## config.mk

```make
export PLATFORM = sky130hd
export DESIGN_NAME = keypad_debounce_decoder
export DESIGN_NICKNAME = d
export VERILOG_FILES = /design/src/rtl/keypad_debounce_decoder.sv
export SDC_FILE = /design/constraint.sdc
export NUM_CORES = 1
export LEC_CHECK = 0
export BUFFER_PORTS_ARGS = -buffer_cell sky130_fd_sc_hd__buf_2
export CAP_MARGIN = 30
export CORE_UTILIZATION = 50
export CTS_CLUSTER_DIAMETER = 150
export DETAILED_ROUTE_END_ITERATION = 10
export GPL_TIMING_DRIVEN = 0
export PLACE_DENSITY = 0.7
export SYNTH_ARGS = -nofsm -noshare
export SYNTH_HDL_FRONTEND = slang
export SYNTH_SLANG_ARGS = --single-unit
```

## constraint.sdc

```tcl
create_clock -name clk -period 2.4 [get_ports clk]
set_input_delay 0 -clock clk [delete_from_list [all_inputs] [get_ports clk]]
set_output_delay 0 -clock clk [all_outputs]
set_load 0.02 [all_outputs]
```

## src/rtl/keypad_debounce_decoder.sv

```systemverilog
// Keypad row sampler: synchronises the row lines, debounces press and release
// against the scanner's column drive, and strobes the decoded hex key.
module keypad_debounce_decoder #(
    parameter int DEBOUNCE_CYCLES = 4,
    localparam int CNT_W = $clog2(DEBOUNCE_CYCLES + 1)
) (
    input  logic       clk,
    input  logic       reset,
    input  logic [3:0] rows_raw,
    input  logic [3:0] col_keys,
    output logic       button_pressed,
    output logic [3:0] key_code,
    output logic       key_valid
);

    typedef enum logic [1:0] {
        IDLE     = 2'd0,
        DEBOUNCE = 2'd1,
        HELD     = 2'd2,
        RELEASE  = 2'd3
    } state_t;

    localparam logic [CNT_W-1:0] CNT_MAX  = CNT_W'(DEBOUNCE_CYCLES - 1);
    localparam logic [CNT_W-1:0] CNT_ZERO = {CNT_W{1'b0}};
    localparam logic [CNT_W-1:0] CNT_ONE  = CNT_W'(1);

    function automatic logic is_onehot4(input logic [3:0] v);
        return (v != 4'd0) && ((v & (v - 4'd1)) == 4'd0);
    endfunction

    function automatic logic [1:0] onehot_index(input logic [3:0] v);
        logic [1:0] idx;
        case (v)
            4'b0001: idx = 2'd0;
            4'b0010: idx = 2'd1;
            4'b0100: idx = 2'd2;
            4'b1000: idx = 2'd3;
            default: idx = 2'd0;
        endcase
        return idx;
    endfunction

    // Keypad legend indexed by {row, column}.
    function automatic logic [3:0] key_map(input logic [1:0] r, input logic [1:0] c);
        logic [3:0] k;
        case ({r, c})
            4'h0:    k = 4'h1;
            4'h1:    k = 4'h2;
            4'h2:    k = 4'h3;
            4'h3:    k = 4'hA;
            4'h4:    k = 4'h4;
            4'h5:    k = 4'h5;
            4'h6:    k = 4'h6;
            4'h7:    k = 4'hB;
            4'h8:    k = 4'h7;
            4'h9:    k = 4'h8;
            4'hA:    k = 4'h9;
            4'hB:    k = 4'hC;
            4'hC:    k = 4'hE;
            4'hD:    k = 4'h0;
            4'hE:    k = 4'hF;
            4'hF:    k = 4'hD;
            default: k = 4'h0;
        endcase
        return k;
    endfunction

    logic [3:0]       sync1_r;
    logic [3:0]       rows_s;
    state_t           state_r;
    state_t           state_s;
    logic [CNT_W-1:0] cnt_r;
    logic [CNT_W-1:0] cnt_s;
    logic [3:0]       row_r;
    logic [3:0]       row_s;
    logic [3:0]       col_r;
    logic [3:0]       col_s;
    logic             load_s;
    logic             button_pressed_r;
    logic [3:0]       key_code_r;
    logic             key_valid_r;

    // Two-flop synchroniser for the asynchronous row lines.
    always_ff @(posedge clk) begin
        if (!reset) begin
            sync1_r <= 4'd0;
            rows_s  <= 4'd0;
        end else begin
            sync1_r <= rows_raw;
            rows_s  <= sync1_r;
        end
    end

    // Next-state, counter and capture logic for the debounce FSM.
    always_comb begin
        state_s = state_r;
        cnt_s   = cnt_r;
        row_s   = row_r;
        col_s   = col_r;
        load_s  = 1'b0;
        case (state_r)
            IDLE: begin
                if (is_onehot4(rows_s) && is_onehot4(col_keys)) begin
                    state_s = DEBOUNCE;
                    row_s   = rows_s;
                    col_s   = col_keys;
                    cnt_s   = CNT_ZERO;
                end else begin
                    state_s = IDLE;
                end
            end
            DEBOUNCE: begin
                // A moving column counts as a bounce: the scanner gave up on this key.
                if ((rows_s != row_r) || (col_keys != col_r)) begin
                    state_s = IDLE;
                end else if (cnt_r == CNT_MAX) begin
                    state_s = HELD;
                    load_s  = 1'b1;
                end else begin
                    cnt_s = cnt_r + CNT_ONE;
                end
            end
            HELD: begin
                if ((rows_s & row_r) == 4'd0) begin
                    state_s = RELEASE;
                    cnt_s   = CNT_ZERO;
                end else begin
                    state_s = HELD;
                end
            end
            RELEASE: begin
                if ((rows_s & row_r) != 4'd0) begin
                    state_s = HELD;
                    cnt_s   = CNT_ZERO;
                end else if (cnt_r == CNT_MAX) begin
                    state_s = IDLE;
                end else begin
                    cnt_s = cnt_r + CNT_ONE;
                end
            end
            default: begin
                state_s = IDLE;
                cnt_s   = CNT_ZERO;
            end
        endcase
    end

    // FSM state, captured key and registered outputs.
    always_ff @(posedge clk) begin
        if (!reset) begin
            state_r          <= IDLE;
            cnt_r            <= CNT_ZERO;
            row_r            <= 4'd0;
            col_r            <= 4'd0;
            button_pressed_r <= 1'b0;
            key_code_r       <= 4'h0;
            key_valid_r      <= 1'b0;
        end else begin
            state_r          <= state_s;
            cnt_r            <= cnt_s;
            row_r            <= row_s;
            col_r            <= col_s;
            button_pressed_r <= (state_s != IDLE);
            key_valid_r      <= load_s;
            if (load_s) begin
                key_code_r <= key_map(onehot_index(row_r), onehot_index(col_r));
            end else begin
                key_code_r <= key_code_r;
            end
        end
    end

    assign button_pressed = button_pressed_r;
    assign key_code       = key_code_r;
    assign key_valid      = key_valid_r;

endmodule

```

Word-level counts from Yosys, hierarchy flattened

Memory sizes are Yosys's and may differ from the RTL's. A register that Yosys moved wholly into a read port is not among the register bits.
Index checks and enable logic that the tools add are counted.

Divide/modulo/power cells: 0
Reduce and logical (&&, ||, !) cells: 15
Bitwise logic cells: 3
Shifts and indexed selects: 0
$add $sub $neg: 3
Equal/unequal tests: 15
Multiply operators: 0
Muxes and demuxes: 22
Order comparisons: 0

Operator list:

| cell                                                               | number |
|---|---|
| 2-bit 2-to-1 mux                                                   | 8 |
| 3-bit 2-to-1 mux                                                   | 5 |
| 4-bit AND                                                          | 3 |
| 4-bit logical NOT                                                  | 3 |
| 2-bit one-hot mux with 3 select lines                              | 2 |
| 3-bit one-hot mux with 4 select lines                              | 1 |
| 4-bit nonzero test                                                 | 3 |
| 4-bit by 2-bit == test with 1-bit output, second input constant    | 2 |
| 4-bit by 3-bit == test with 1-bit output, second input constant    | 2 |
| 4-bit == test, second input constant                               | 2 |
| 4-bit inequality test                                              | 2 |
| 2-bit one-hot mux with 4 select lines                              | 1 |
| 4-bit by 1-bit subtractor with 4-bit output, second input constant | 2 |
| 2-bit inequality test, second input constant                       | 3 |
| 1-bit 2-to-1 mux                                                   | 5 |
| 2-bit == test, second input constant                               | 2 |
| 3-bit by 1-bit adder with 3-bit output, second input constant      | 1 |
| 3-bit by 2-bit == test with 1-bit output, second input constant    | 1 |
| 1-bit logical AND                                                  | 3 |
| 3-bit AND reduction                                                | 1 |
| 2-bit by 1-bit == test with 1-bit output, second input constant    | 1 |
| 2-bit logical NOT                                                  | 1 |
| 2-bit AND reduction                                                | 1 |
| 2-bit nonzero test                                                 | 1 |
| 2 further kinds                                                    | 2 |

Register bits after elaboration: 23
Bits in read-only memories: 64
Bits in latches: 0
Memories kept: 1
Input bits: 10
RAM bits: 0
Output and inout port bits: 6
Logic and storage cells: 67

Memories:

| memory           | depth | width | read ports | clocked after Yosys merged registers in | write ports | line | source |
|---|---|---|---|---|---|---|---|
| (name not given) | 16    | 4     | 1          | 1                                       | 0           | 46   | `case ({r, c})` |

Logic depth before layout (Yosys ltp)

Word-level depth: 8
Depth in mapped cells: 8
Mapped depth without buffers: 7

Worst setup path after synthesis

OpenSTA, ideal clock, no wires.

Kind: flip-flop to flip-flop
Start point: register rows_s[1]
End point: register cnt_r[0]
Required time: 2.330 ns
Period minus slack after synthesis: 2.103 ns
Library setup time: 0.070 ns
Path buffers: 0
Stages on the path, launching flop included: 7
Setup slack: 0.297 ns
Data arrival time: 2.033 ns
Cell sequence: dfxtp_1 -> ha_1 -> or4_1 -> nor2_2 -> a21boi_0 -> or4_1 -> a21oi_1

Word-level cells in the longest chain between the ends: 7
Elaborated cells on any way between the ends: 17
Classes of those cells: add/sub (1); eq/ne (4); mux (2); bitwise (2); reduce/logical (8)

RTL lines:

| what                                        | line | source |
|---|---|---|
| from (decl)                                 | 69   | `logic [3:0] rows_s;` |
| from (signal assigned)                      | 90   | `rows_s <= sync1_r;` |
| 4-bit by 1-bit subtractor with 4-bit output | 28   | `return (v != 4'd0) && ((v & (v - 4'd1)) == 4'd0);` |
| 4-bit AND                                   | 28   |  |
| 4-bit logical NOT                           | 28   |  |
| 1-bit logical AND                           | 28   |  |
| 1-bit logical AND                           | 103  | `if (is_onehot4(rows_s) && is_onehot4(col_keys)) begin` |
| 2-bit inequality test (no source line)      | n/a  |  |
| 3-bit AND reduction (no source line)        | n/a  |  |
| to (signal assigned)                        | 160  | `cnt_r <= cnt_s;` |
| to (decl)                                   | 72   | `logic [CNT_W-1:0] cnt_r;` |

Several ways; a longest one is shown, not always the timed one.
A chain may end at the register's enable or synchronous reset.

Worst setup path after layout

Start point: register row_r[1]
End point: register cnt_r[0]

Word-level cells in the longest chain between the ends: 4
Elaborated cells on any way between the ends: 10
Classes of those cells: eq/ne (3); mux (2); bitwise (1); reduce/logical (4)

RTL lines:

| what                                                                                | line          | source |
|---|---|---|
| from (decl)                                                                         | 74            | `logic [3:0] row_r;` |
| from (signal assigned)                                                              | 161           | `row_r <= row_s;` |
| 4-bit AND / 4-bit inequality test (equally long branches)                           | 124, 132, 114 |  |
| 4-bit nonzero test, or another cell as far along                                    | 132           | `if ((rows_s & row_r) != 4'd0) begin` |
| 3-bit 2-to-1 mux / 2-bit inequality test (equally long branches)                    | n/a           |  |
| 3-bit one-hot mux with 4 select lines / 3-bit AND reduction (equally long branches) | n/a           |  |

Several ways; a longest one is shown, not always the timed one.

==> results.py <==
metrics = {
    "run_status": {
        "status": "finished clean",
    },
    "floorplan": {
        "io_pins": 16,
        "rows": 19,
        "design.die.area_um2": 3106,
        "dieHeight_um": 55.74,
        "die_w_um": 55.74,
        "initial_utilization_pct": 52.81,
        "coreArea_um2": 2734,
    },
    "placed_design": {
        "place.gp.congestion": 0.8495,
        "placed_cell_area_um2": 1563,
        "hpwl_mm": 2.277,
        "port_buffers": 15,
        "place_inst": 206,
        "place_ws_ps": -118.4,
    },
    "layout": {
        "post-route-util_pct": 62.33,
        "fin_nets": 209,
        "stdcell_count": 219,
        "final_common_cell": "dfxtp_1",
        "drive_above_1_share_pct": 15.43,
        "final_cell_mix": "24 x dfxtp_1, 16 x buf_2, 15 x a21oi_1",
        "areaGrowthSynthToFinish_pct": 18.02,
        "antenna_cells": 0,
        "stdcell_area_um2": 1704,
    },
    "global_routing": {
        "grt_pass1_vias": 1191,
        "grt_max_degree": 16,
        "grt.overflow.total": 0,
        "track_usage_pct": 21.35,
        "antenna_found_initial": 0,
        "grt_pass1_wl_mm": 5.257,
    },
    "setup_path": {
        "crit_buf_inv": 0,
        "worst_setup_path_end_kind": "flop",
        "crit_family": "simple AND/OR/NAND/NOR gates",
        "path_cells": "ha_1 > or4_1 > nor2_4 > a21boi_1 > or4_1 > a21oi_1",
        "critPathSlowestCell": "or4_1",
        "cp-start-kind": "flop",
        "setup.worst_path.class": "reg2reg",
        "cp_max_fo": 6,
        "reg2reg_slack_ps": 140,
        "critical_path.most_common_cell": "or4_1",
        "arrival_ps": 2540,
        "slowest_delay_ps": 580,
        "crit_required_ps": 2670,
    },
    "sta": {
        "final-hold-violation-count": 0,
        "postLayoutSetupSlackWorst_ps": 139.0,
        "fin_crit_sh_pct": 94.21,
        "min_period_ps": 2261,
        "rsz0062_at_grt": "false",
        "clock_skew_ps": 2.105,
        "drv_slew": 0,
        "maxSlewHeadroom_pct": 51.44,
        "worstMarginPinSlew_ps": 722.8,
        "fmax_mhz": 442.3,
        "setup_viol": 0,
        "hold_ws_ps": 403.9,
        "setup_tns_ps": 0,
    },
    "synth": {
        "synth_cells": 159,
        "synthFlopType": "dfxtp_1",
        "yosys_register_bits": 27,
        "synthArstFlopShare_pct": 0,
        "netlist.area_leader.share_pct": 37.44,
        "post_synth_num_cell_types": 40,
        "syn_area_um2": 1444,
        "ys_warn_count": 0,
        "yosys.area.top_type": "dfxtp_1",
        "synth_nets": 179,
        "yosysSeqAreaShare_pct": 37.44,
        "synth_edf_count": 0,
        "syn_avg_cell_area_um2": 9.081,
        "yosys-top-cells-area": "dfxtp_1 37%, ha_1 8.7%, a21oi_1 5.2%",
    },
    "routing": {
        "vias_per_cell": 5.954,
        "drt-wirelength-per-cell_um": 14.23,
        "totalWireLength_mm": 3.116,
        "drtPass1Iterations": 5,
        "ant_nets": 0,
        "drt_iter0_markers": 50,
        "drc": 0,
        "via_count": 1304,
    },
    "worst_hold_path": {
        "holdCritPathClass": "in2reg",
    },
    "pwr": {
        "vdd_drop_max_uv": 433.2,
        "powerDensity_nw_per_um2": 466.2,
        "leakagePower_nw": 0.7492,
        "report.power.total_uw": 794.4,
    },
    "clock_network": {
        "cts-buffers-inserted": 3,
        "clock_sinks": 27,
        "clk_pin_slew_ps": 140,
        "clock_path_buffers": 2,
        "cts_tree": "yes",
        "clk-insertion-delay-late_ps": 330,
        "root_buffer": "clkbuf_4",
        "h-tree-depth": 1,
    },
    "run": {
        "drv_cap": 0,
    },
}
[routing by layer]
| metal | vias to the layer above | track usage [%] | wire length, um | part of all wire [%] |
|---|---|---|---|---|
| li1 | 643 | - | - | - |
| met1 | 612 | 26.18 | 1369 | 44 |
| met2 | 45 | 38.04 | 1570 | 50 |
| met3 | 4 | 2.791 | 143 | 4.6 |
| met4 | 0 | 7.857 | 32 | 1.0 |
| met5 | - | 0 | 0 | 0 |
[worst register-to-register path, stage by stage (launching register included)]
cell and delay, ps:
dfxtp_1 420, ha_1 250, or4_1 580, nor2_4 240, a21boi_1 150, or4_1 430
a21oi_1 150
[final cells by class]
| type | instances | area [um^2] |
|---|---|---|
| buffer | 7 | 26.28 |
| clock buffer | 3 | 22.52 |
| clock inverter | 1 | 5.005 |
| fill | 249 | 1030 |
| inverter | 7 | 26.28 |
| multi-input combinational | 118 | 870.8 |
| sequential | 27 | 544.3 |
| tap | 31 | 38.79 |
| timing repair buffer | 25 | 170.2 |
[synth_stat cells, types with 2 or more instances]
cell,count
a211oi_1,3
a21oi_1,15
and2_1,8
and3_1,3
clkbuf_1,7
dfxtp_1,27
ha_1,10
inv_1,7
mux2i_1,3
nand2_1,2
nand3_1,9
nor2_1,4
nor2b_1,3
nor3_1,5
nor4_1,2
nor4b_1,2
o211a_1,2
o21ai_0,11
o31ai_1,2
or3_1,3
or4_1,4
xnor2_1,4
xor2_1,6
[flip-flops by register name (all words and copies together), names as in the netlist]
name,flops
rows_s,4
state_r,2
col_r,4
button_pressed,1
cnt_r,3
key_valid,1
sync1_r,4
key_code,4
row_r,4
[cells by family (layout without fill, tap and decap cells)]
kind of cell | after synthesis | in the layout | synth area share (%)
muxes | 5 | 5 | 4.419
AOI/OAI and AO/OA | 42 | 42 | 18.28
DFF | 27 | 27 | 37.44
adders and majority gates | 10 | 10 | 8.666
xor gates and xnor gates | 10 | 10 | 6.066
buffers and inverters | 14 | 43 | 3.640
and+or+nand+nor | 51 | 51 | 21.49
[power breakdown]
part | internal [mW] | leakage, nW | total (mW) | switching (mW)
Sequential | 0.461 | 0.221 | 0.472 | 0.0110
Combinational | 0.0547 | 0.511 | 0.123 | 0.0685
Clock | 0.0627 | 0.0177 | 0.199 | 0.136
[what timing repair did]
action,in CTS,in global routing
resized for setup,2,6
buffers inserted,0,0
endpoints found under the setup margin,1,4
pin swaps,0,0
hold endpoints to repair,9,0
hold buffers,9,0
[path summary, 6_finish.rpt]
kind / startpoint / end / cells after the start
setup reg to reg: row_r[1]$_SDFFE_PN0P_ / cnt_r[0]$_SDFFE_PN0P_ / 6
hold reg to reg: cnt_r[2]$_SDFFE_PN0P_ / cnt_r[2]$_SDFFE_PN0P_ / 2
hold / removal: rows_raw[1] / sync1_r[1]$_SDFF_PN0_ / 3
setup / recovery: row_r[1]$_SDFFE_PN0P_ / cnt_r[0]$_SDFFE_PN0P_ / 6
Power figures use the tool's default switching activity.
